===== src/rtl/wb_completion_arbiter.sv =====
// Merges result completions from N functional units into the single register-file write-back port.
// Define WB_BYPASS_EN to let a result skip the FIFOs when every FIFO is empty (1-cycle latency).
module wb_completion_arbiter #(
    parameter int N_UNITS    = 4,
    parameter int FIFO_DEPTH = 2,
    parameter int XLEN       = 32,
    parameter int REG_AW     = 5
) (
    input  logic                        clk,
    input  logic                        reset,
    input  logic [N_UNITS-1:0]          src_valid,
    output logic [N_UNITS-1:0]          src_ready,
    input  logic [N_UNITS*REG_AW-1:0]   src_rd,
    input  logic [N_UNITS*XLEN-1:0]     src_data,
    input  logic [N_UNITS-1:0]          src_is_fp,
    output logic                        wb_valid,
    output logic                        wb_is_fp,
    output logic [REG_AW-1:0]           wb_rd,
    output logic [XLEN-1:0]             wb_data,
    output logic [$clog2(N_UNITS)-1:0]  wb_src,
    output logic                        wb_pending
);

    localparam int SW = $clog2(N_UNITS);
    localparam int PW = $clog2(FIFO_DEPTH);

    // Pointers carry one extra wrap bit so full and empty are distinguishable.
    logic [PW:0]       wr_ptr [N_UNITS];
    logic [PW:0]       rd_ptr [N_UNITS];
    logic [REG_AW-1:0] q_rd   [N_UNITS][FIFO_DEPTH];
    logic [XLEN-1:0]   q_data [N_UNITS][FIFO_DEPTH];
    logic              q_fp   [N_UNITS][FIFO_DEPTH];

    logic [N_UNITS-1:0] full, empty, req, push, pop, byp_take;
    logic               byp_mode;
    logic               gnt_any;
    logic [SW-1:0]      gnt_idx;
    logic [SW-1:0]      rr_ptr;
    logic [REG_AW-1:0]  sel_rd;
    logic [XLEN-1:0]    sel_data;
    logic               sel_fp;

    function automatic logic [SW-1:0] wrap_add(input logic [SW-1:0] base, input int k);
        int s;
        s = int'(base) + k;
        if (s >= N_UNITS) s = s - N_UNITS;
        return SW'(s);
    endfunction

    always_comb begin
        full  = '0;
        empty = '0;
        for (int i = 0; i < N_UNITS; i++) begin
            empty[i] = (wr_ptr[i] == rd_ptr[i]);
            full[i]  = (wr_ptr[i][PW] != rd_ptr[i][PW]) &&
                       (wr_ptr[i][PW-1:0] == rd_ptr[i][PW-1:0]);
        end
    end

    assign src_ready  = ~full;
    assign wb_pending = |(~empty);

`ifdef WB_BYPASS_EN
    assign byp_mode = &empty;
    assign req      = byp_mode ? src_valid : ~empty;
`else
    assign byp_mode = 1'b0;
    assign req      = ~empty;
`endif

    // Round-robin search starting at rr_ptr.
    always_comb begin
        gnt_any = 1'b0;
        gnt_idx = '0;
        for (int k = 0; k < N_UNITS; k++) begin
            if (!gnt_any && req[wrap_add(rr_ptr, k)]) begin
                gnt_any = 1'b1;
                gnt_idx = wrap_add(rr_ptr, k);
            end
        end
    end

    always_comb begin
        sel_rd   = '0;
        sel_data = '0;
        sel_fp   = 1'b0;
        pop      = '0;
        byp_take = '0;
        for (int i = 0; i < N_UNITS; i++) begin
            if (gnt_any && gnt_idx == SW'(i)) begin
                if (byp_mode) begin
                    sel_rd      = src_rd[i*REG_AW +: REG_AW];
                    sel_data    = src_data[i*XLEN +: XLEN];
                    sel_fp      = src_is_fp[i];
                    byp_take[i] = 1'b1;
                end else begin
                    sel_rd   = q_rd[i][rd_ptr[i][PW-1:0]];
                    sel_data = q_data[i][rd_ptr[i][PW-1:0]];
                    sel_fp   = q_fp[i][rd_ptr[i][PW-1:0]];
                    pop[i]   = 1'b1;
                end
            end
        end
    end

    // A full FIFO refuses even when it pops this cycle: ready comes from registered state only.
    assign push = src_valid & ~full & ~byp_take;

    always_ff @(posedge clk) begin
        for (int i = 0; i < N_UNITS; i++) begin
            if (push[i]) begin
                q_rd[i][wr_ptr[i][PW-1:0]]   <= src_rd[i*REG_AW +: REG_AW];
                q_data[i][wr_ptr[i][PW-1:0]] <= src_data[i*XLEN +: XLEN];
                q_fp[i][wr_ptr[i][PW-1:0]]   <= src_is_fp[i];
            end
        end
    end

    always_ff @(posedge clk) begin
        if (reset) begin
            for (int i = 0; i < N_UNITS; i++) begin
                wr_ptr[i] <= '0;
                rd_ptr[i] <= '0;
            end
            rr_ptr   <= '0;
            wb_valid <= 1'b0;
            wb_is_fp <= 1'b0;
            wb_rd    <= '0;
            wb_data  <= '0;
            wb_src   <= '0;
        end else begin
            for (int i = 0; i < N_UNITS; i++) begin
                if (push[i]) wr_ptr[i] <= wr_ptr[i] + (PW+1)'(1);
                if (pop[i])  rd_ptr[i] <= rd_ptr[i] + (PW+1)'(1);
            end
            // Integer x0 writes are consumed but never strobe the register file.
            wb_valid <= gnt_any && !(sel_rd == '0 && !sel_fp);
            if (gnt_any) begin
                wb_is_fp <= sel_fp;
                wb_rd    <= sel_rd;
                wb_data  <= sel_data;
                wb_src   <= gnt_idx;
                rr_ptr   <= wrap_add(gnt_idx, 1);
            end
        end
    end

endmodule


===== config.mk =====
export PLATFORM = sky130hd
export DESIGN_NAME = wb_completion_arbiter
export DESIGN_NICKNAME = d
export VERILOG_FILES = /design/src/rtl/wb_completion_arbiter.sv
export SDC_FILE = /design/constraint.sdc
export NUM_CORES = 1
export LEC_CHECK = 0
export CORE_MARGIN = 5
export CORE_UTILIZATION = 40
export CTS_CLUSTER_DIAMETER = 60
export DETAILED_ROUTE_END_ITERATION = 10
export GPL_TIMING_DRIVEN = 1
export PLACE_DENSITY = 0.75
export REMOVE_ABC_BUFFERS = 1
export SLEW_MARGIN = 20
export SYNTH_ARGS = -nofsm -noshare
export SYNTH_HDL_FRONTEND = slang
export SYNTH_SLANG_ARGS = --single-unit
export TNS_END_PERCENT = 5

===== constraint.sdc =====
create_clock -name clk -period 3.5 [get_ports clk]
set_input_delay 1.05 -clock clk [delete_from_list [all_inputs] [get_ports clk]]
set_output_delay 1.05 -clock clk [all_outputs]
set_load 0.01 [all_outputs]

==> reports/summary.json <==
{
  "drtAntennaViolNets": 0,
  "route.vias.total": 8747,
  "worst_hold_path_type": "flop to flop",
  "port_buffers": 203,
  "fin_util_pct": 52.1,
  "drtPass1Iterations": 5,
  "p_per_area_mw_per_mm2": 981,
  "grt_pass1_vias": 9446,
  "globalRoute.totalOverflow": 0,
  "slew_of_the_pin_with_the_lowest_slew_margin_ps": 835,
  "floorplan.die.height_um": 200,
  "timing.critical_path.arrival_ps": 2300,
  "yosys.cell_types.count": 45,
  "status": "finished, final reports clean",
  "seq_area_frac_synth_pct": 72.2,
  "final_hold_viol_count": 0,
  "synth_top_cell_by_area": "sky130_fd_sc_hd__edfxtp_1",
  "htreeDepth": 2,
  "post_dp_cell_area_sq_mm": 0.0172,
  "die_x_um": 200,
  "cts_buffer_depth": 3,
  "synth_largest_type_area_fraction_pct": 66.3,
  "synth.area.top_cells": "sky130_fd_sc_hd__edfxtp_1 66%, sky130_fd_sc_hd__mux2_2 6.0%, sky130_fd_sc_hd__dfxtp_1 5.9%",
  "synth_warnings": 0,
  "critPathKind": "flop to output pin",
  "report.final.setup_viol": 0,
  "postCtsHoldBufs": 0,
  "critical_path.startpoint": "rd_ptr[1][0]",
  "boundaryPins": 204,
  "clock.fmax_mhz": 299,
  "routability_cong": 0.764,
  "grt_start_max_net_pins": 55,
  "hold-worst-slack_ps": 464,
  "p_leak_uw": 0.00633,
  "hold_path.startpoint": "wb_rd[0]",
  "dieArea_sq_mm": 0.0402,
  "netlist_area_sq_mm": 0.0145,
  "end_kind": "output pin",
  "dp_wirelength_um": 23800,
  "fp.coreArea_sq_mm": 0.0357,
  "groute.usage.overall_pct": 18.7,
  "routed_via_density": 5.43,
  "dpl_worst_slack_ps": 64.7,
  "synth_seq_cells": 363,
  "critical_path.startpoint_type": "flop",
  "vdd_drop_max_v": 0.000663,
  "grt_antenna_before_repair": 4,
  "report.final.slew_viol_count": 0,
  "drcViolationCount": 0,
  "grt_first_pass_wirelength_um": 57200,
  "crit_fanout": 3,
  "max_slew_margin_pct": 44.3,
  "synth.cells.most_frequent": "320 x sky130_fd_sc_hd__edfxtp_1, 77 x sky130_fd_sc_hd__mux2_2, 75 x sky130_fd_sc_hd__mux2i_1",
  "synth_edf_count": 320,
  "post_synth_inst_count": 903,
  "wl_per_cell_um": 23.9,
  "drt-initial-drc-count": 549,
  "crit_required_ps": 2450,
  "clk_pin_slew_worst_paths_ps": 60,
  "area_growth_pct": 28.2,
  "worst_r2r_startpoint": "rd_ptr[1][0]",
  "finalWorstSetupSlack_ps": 151,
  "rows": 69,
  "numCtsBuffers": 41,
  "num-nets-final": 1279,
  "finish.instance_area_sq_mm": 0.0186,
  "start_util_pct": 40.7,
  "drt-total-wl_um": 38400,
  "timing.final.crit_share_pct": 95.7,
  "tritoncts_clock_tree": "yes",
  "max_cap_violations": 0,
  "period_needed_ps": 3350,
  "post_route_cells_drive_above_1_share_pct": 19.8,
  "cts_root_buffer": "sky130_fd_sc_hd__clkbuf_16",
  "rsz_0062_raised_after_global_routing": "false",
  "synthFlopType": "sky130_fd_sc_hd__edfxtp_1",
  "postSynth.asyncResetShare_pct": 0,
  "tritoncts_num_sinks": 363,
  "clk_latency_ps": 550,
  "most_numerous_cell_in_the_yosys_netlist": "sky130_fd_sc_hd__edfxtp_1",
  "mean_area_per_synthesized_cell_sq_um": 16.1,
  "final.setup_skew_ps": 21.5
}
## metrics by stage
step | power, uW | cells | setup TNS (ps)
2_1_floorplan | 11200 | 842 | -163000
5_1_grt | 19200 | 1611 | 0
3_3_place_gp | 13800 | 1534 | 0
4_1_cts | 18300 | 1608 | 0
3_5_place_dp | 14000 | 1534 | 0
6_report | 18200 | 1611 | 0
## critical path, cell delays in order, from the launching register on
cell and delay [ps]:
sky130_fd_sc_hd__edfxtp_1 430, sky130_fd_sc_hd__xor2_1 210, sky130_fd_sc_hd__or4_4 560, sky130_fd_sc_hd__nor2_4 140, sky130_fd_sc_hd__inv_2 50, sky130_fd_sc_hd__dlygate4sd2_1 360
## flip-flops by register name, summed over array words and instances (netlist names)
register / cells
wb_data: 32
q_rd: 40
rr_ptr: 2
wb_is_fp: 1
wb_valid: 1
q_data: 256
wb_src: 2
q_fp: 8
wr_ptr: 8
wb_rd: 5
rd_ptr: 8
## cells by family (layout without fill, tap and decap cells)
family	count (synthesis)	count (layout)	share of synthesized area, %
flops	363	363	72.2
compound gates	165	165	8.82
mux	152	152	11.2
simple gates	137	137	4.46
buf+inv	65	310	1.97
xor+xnor	17	17	1.03
fa+ha+maj	4	4	0.345
other cells	0	2	0
## cell type report
cell class                      instances  area, sq um
Timing Repair Buffer                  232         2340
Fill cell                            2910        17100
Tap cell                              461          577
Sequential cell                       363        10500
Inverter                                4         15.0
Clock buffer                           57         1190
Antenna cell                            2         5.00
Multi-Input combinational cell        475         3840
Clock inverter                         17          153
## layout by cell type (no fill, tap or decap), drive strengths merged, types with 10 or more instances in the layout
cell type,netlist,final
a211oi,37,37
clkbuf,47,57
dfxtp,43,43
and3,11,11
mux2i,75,75
nor2,75,75
xnor2,10,10
nand2,13,13
clkinv,0,12
mux2,77,77
buf,14,30
a21oi,74,74
a221o,29,29
clkdlybuf4s50,0,201
edfxtp,320,320
## path summary, 6_finish.rpt
check / end / slack [ps] / cells past startpoint
setup / recovery: wb_pending / 150 / 5
hold / removal: wb_rd[0] / 460 / 2
setup reg to reg: wb_data[16] / 180 / 14
hold reg to reg: wb_rd[0] / 460 / 2
## routing by layer
layer | GRT usage [%] | vias up | wire [um]
li1 | - | 3954 | -
met1 | 23.5 | 4417 | 16100
met2 | 32.2 | 302 | 19100
met3 | 3.77 | 70 | 2140
met4 | 6.81 | 4 | 1040
met5 | 0 | - | 21
## report_power, final
group | switching [uW] | internal (uW)
registers | 349 | 5930
clock network | 1740 | 2460
logic | 4430 | 3320
total | 6520 | 11700
## what timing repair did
action,CTS,global route
setup endpoints to repair,1,10
resized for setup,1,10
buffers inserted,0,1
Power figures use the tool's default switching activity.
